**src/rtl/bit_serializer_pkg.sv**
```systemverilog
// Shared definitions for serial-stream stages: FSM state encodings and
// default word width / idle line level.
package bit_serializer_pkg;

  typedef enum logic {
    SER_IDLE  = 1'b0,
    SER_SHIFT = 1'b1
  } ser_state_t;

  localparam int DEFAULT_WIDTH    = 8;
  localparam bit DEFAULT_IDLE_BIT = 1'b0;

endpackage : bit_serializer_pkg

```
**src/rtl/bit_serializer.sv**
```systemverilog
// Parallel-in/serial-out stage: accepts a WIDTH-bit word over valid/ready and
// emits it one bit per clock, with gapless reload on the last bit of a frame.
module bit_serializer
  import bit_serializer_pkg::*;
#(
  parameter int WIDTH     = DEFAULT_WIDTH,
  parameter bit MSB_FIRST = 1'b1,
  parameter bit IDLE_BIT  = DEFAULT_IDLE_BIT
) (
  input  logic             clk,
  input  logic             reset,
  input  logic [WIDTH-1:0] din,
  input  logic             din_valid,
  output logic             din_ready,
  output logic             sout,
  output logic             sout_valid,
  output logic             frame_done
);

  localparam int CW = (WIDTH > 1) ? $clog2(WIDTH) : 1;
  localparam logic [CW-1:0] CNT_LAST = CW'(WIDTH - 1);

  ser_state_t       state_reg, state_next;
  logic [WIDTH-1:0] shreg_reg, shreg_next;
  logic [CW-1:0]    cnt_reg, cnt_next;
  logic             sout_reg, sout_next;
  logic             sout_valid_reg, sout_valid_next;
  logic             frame_done_reg, frame_done_next;
  logic             load;

  function automatic logic head_bit(input logic [WIDTH-1:0] w);
    return MSB_FIRST ? w[WIDTH-1] : w[0];
  endfunction

  function automatic logic [WIDTH-1:0] advance(input logic [WIDTH-1:0] w);
    return MSB_FIRST ? {w[WIDTH-2:0], 1'b0} : {1'b0, w[WIDTH-1:1]};
  endfunction

  // Ready in idle or on the last bit of a frame, which is what makes reload gapless.
  assign din_ready = reset && ((state_reg == SER_IDLE) || (cnt_reg == '0));
  assign load      = din_valid && din_ready;

  always_comb begin
    state_next      = state_reg;
    shreg_next      = shreg_reg;
    cnt_next        = cnt_reg;
    sout_next       = IDLE_BIT;
    sout_valid_next = 1'b0;
    frame_done_next = 1'b0;

    if (state_reg == SER_SHIFT && cnt_reg != '0) begin
      // The head bit goes straight to the output register; shreg keeps the rest.
      sout_next       = head_bit(shreg_reg);
      shreg_next      = advance(shreg_reg);
      cnt_next        = cnt_reg - CW'(1);
      sout_valid_next = 1'b1;
      frame_done_next = (cnt_reg == CW'(1));
    end else if (load) begin
      state_next      = SER_SHIFT;
      sout_next       = head_bit(din);
      shreg_next      = advance(din);
      cnt_next        = CNT_LAST;
      sout_valid_next = 1'b1;
    end else begin
      state_next = SER_IDLE;
      shreg_next = '0;
      cnt_next   = '0;
    end
  end

  always_ff @(posedge clk) begin
    if (!reset) begin
      state_reg      <= SER_IDLE;
      shreg_reg      <= '0;
      cnt_reg        <= '0;
      sout_reg       <= IDLE_BIT;
      sout_valid_reg <= 1'b0;
      frame_done_reg <= 1'b0;
    end else begin
      state_reg      <= state_next;
      shreg_reg      <= shreg_next;
      cnt_reg        <= cnt_next;
      sout_reg       <= sout_next;
      sout_valid_reg <= sout_valid_next;
      frame_done_reg <= frame_done_next;
    end
  end

  assign sout       = sout_reg;
  assign sout_valid = sout_valid_reg;
  assign frame_done = frame_done_reg;

endmodule : bit_serializer

```
**config.mk**
```make
export PLATFORM = sky130hd
export DESIGN_NAME = bit_serializer
export DESIGN_NICKNAME = d
export VERILOG_FILES = /design/src/rtl/bit_serializer_pkg.sv /design/src/rtl/bit_serializer.sv
export SDC_FILE = /design/constraint.sdc
export NUM_CORES = 1
export LEC_CHECK = 0
export ABC_CLOCK_PERIOD_IN_PS = 1730
export CORE_MARGIN = 1.5
export CORE_UTILIZATION = 30
export CTS_BUF_LIST = sky130_fd_sc_hd__clkbuf_2
export DETAILED_ROUTE_END_ITERATION = 7
export DONT_BUFFER_PORTS = 1
export PLACE_DENSITY = 0.55
export SETUP_SLACK_MARGIN = 0.05
export SLEW_MARGIN = 20
export SYNTH_ARGS = -nofsm -noshare
export SYNTH_HDL_FRONTEND = slang
export SYNTH_SLANG_ARGS = --single-unit
```
**constraint.sdc**
```tcl
create_clock -name clk -period 1.73 [get_ports clk]
set_input_delay 0.346 -clock clk [delete_from_list [all_inputs] [get_ports clk]]
set_output_delay 0.346 -clock clk [all_outputs]
set_load 0.05 [all_outputs]
```
==> metrics <==
maximum vdd drop=0.498 mV; FP Rows=14; critical path arrival=1.24 ns; Yosys cell types=16; Cells after Synth=42; initial detailed-routing violation count=7; PwrDens=1130 mW/mm²; GRT Residual Overflow=0; crit start category=flop; ANT cells=0; Setup CP Type=reg2out; post-synthesis cell area=505 µm²; GP Congestion=0.676; WL final=760 µm; Seq/Total Area, Yosys=0.554; Worst-path clk slew=0.13 ns; Data required, critical path=1.38 ns; RSZ-0062 raised after global routing=false; Max Clock Freq=632 MHz; WL/cell=12.3 µm; most common cell after layout, fill and taps aside=dfxtp_1; H-tree levels=1; initial antenna violation count=0; Setup WS post-layout=0.149 ns; worst hold slack=0.179 ns; LEAKAGE=0.235 nW; delay-heaviest family, CP=flip-flops; vias in the first global route=297; Mapped Nets=56; CP max FO=5; worst-margin pin slew=0.481 ns; layout cells sized above 1=0.261; crit-path cells=inv_2 -> ha_4 -> nand2b_4 -> a21boi_2 -> buf_6; first-pass GRT wire length=1.31 mm; die height=44.1 µm; Clock Path Buffers=2; post-route ant nets=0; initial core utilization=0.328; WP buf/inv=2; CTS tree=yes; TritonCTS Sinks=14; # IOs=15; Placed Area=526 µm²; Final Util=0.364; non-filler cells, final=62; CTS root buffer=clkbuf_2; count of final setup violators=0; fin crit period=1.58 ns; die area=0.00194 mm²; post-synthesis register bit count=14; Tot GR Track Use=0.0978; total number of vias=312; Tcrit/Tclk final=0.914; Hold Vio Cnt, Final=0; Std-Cell Core Area=0.00154 mm²; Final #Nets=61; CP max-delay cell=dfxtp_1; die width=44.1 µm; Setup Fix Bufs, Post-CTS=0; First-pass DRT Iterations=3; via/cell ratio=5.03; max reg flops=7; largest net degree at the start of global routing=9; Pins Over Slew Limit=0; Synthesis Warnings=0; Slew Limit Headroom=0.679; P&R area growth vs syn=10.9%; drc violations=0; port bufs=0; average size of a mapped cell=12.0 µm²; outcome=finished, final reports clean; Setup Skew=0.0121 ns; Placed Cells=58; total chip power=631 µW; cell area after layout=561 µm²; most frequent cells in the layout=14 x dfxtp_1, 7 x a22o_1, 3 x nand2_1, 3 x o21ai_1, 3 x clkbuf_2; worst slack, placed=0.384 ns; Worst-Skew Late Latency=0.28 ns; Total Neg Setup Slack=0 ns; crit end category=primary output; cts bufs inserted=3; CP peak stage delay=0.35 ns; Max-Cap Viols=0; dpl hpwl=552 µm; worst min path class=in2reg
==> worst reg2reg max path, delay by kind of cell (launching register included) <==
family	cells	cell delay, ns
AO/OA/AOI/OAI	2	0.50
adder cells (fa/ha/maj)	1	0.14
buffers and inverters	1	0.09
flip-flops	1	0.35
AND/OR/NAND/NOR	1	0.07
==> synth_stat cells (all sizes together) <==
| cell type | n | area (µm²) |
|---|---|---|
| o21ai | 3 | 15.0 |
| a21oi | 1 | 8.76 |
| nand2b | 1 | 13.8 |
| nor3b | 1 | 7.51 |
| a22o | 7 | 61.3 |
| inv | 2 | 7.51 |
| buf | 1 | 11.3 |
| xnor2 | 1 | 8.76 |
| dfxtp | 14 | 280 |
| nand2 | 3 | 11.3 |
| and3 | 1 | 11.3 |
| nand3 | 1 | 10.0 |
| a21o | 1 | 7.51 |
| a21boi | 1 | 7.51 |
| ha | 3 | 37.5 |
| and2 | 1 | 6.26 |
==> kinds of logic after synthesis <==
family / after synthesis / synth area share
flops: 14 / 0.554
fa+ha+maj: 3 / 0.0743
buf+inv: 3 / 0.0371
simple gates: 8 / 0.119
xor+xnor: 1 / 0.0173
compound gates: 13 / 0.198
==> area by class of cell <==
class	count	area (µm²)
inverters	2	7.51
clock inverters	1	3.75
repair buffers	1	11.3
multi-input cells	25	223
clock buffers	3	15.0
flip-flops and latches	14	280
well taps	16	20.0
fillers	168	981
==> final timing paths <==
check | startpoint | to | slack, ns | depth (start not counted)
worst max-delay path | cnt_reg[0] | din_ready | 0.15 | 5
worst min-delay path | din[5] | shreg_reg[6] | 0.18 | 1
worst max register to register | cnt_reg[0] | shreg_reg[3] | 0.53 | 5
worst min register to register | shreg_reg[3] | shreg_reg[4] | 0.45 | 1
==> power by group <==
group	switching (mW)	total [mW]	internal (mW)
sequential	0.0322	0.381	0.349
clock	0.101	0.151	0.0502
combinational	0.0532	0.0990	0.0458
total	0.186	0.631	0.445
==> what timing repair did <==
| item | 4_1_cts | 5_1_grt |
|---|---|---|
| hold endpoints to repair | 0 | 0 |
| gates resized for setup | 1 | 4 |
| hold buffers | 0 | 0 |
| setup endpoints to repair | 1 | 1 |
| pin swaps | 0 | 0 |
==> per-layer routing <==
metal / vias up / wire length (µm) / GRT usage
li1: 155 / - / -
met1: 140 / 344 / 0.120
met2: 13 / 306 / 0.126
met3: 4 / 92 / 0.0653
met4: 0 / 16 / 0.0545
met5: - / 0 / 0
No activity file was read; power rests on OpenSTA's default activity.
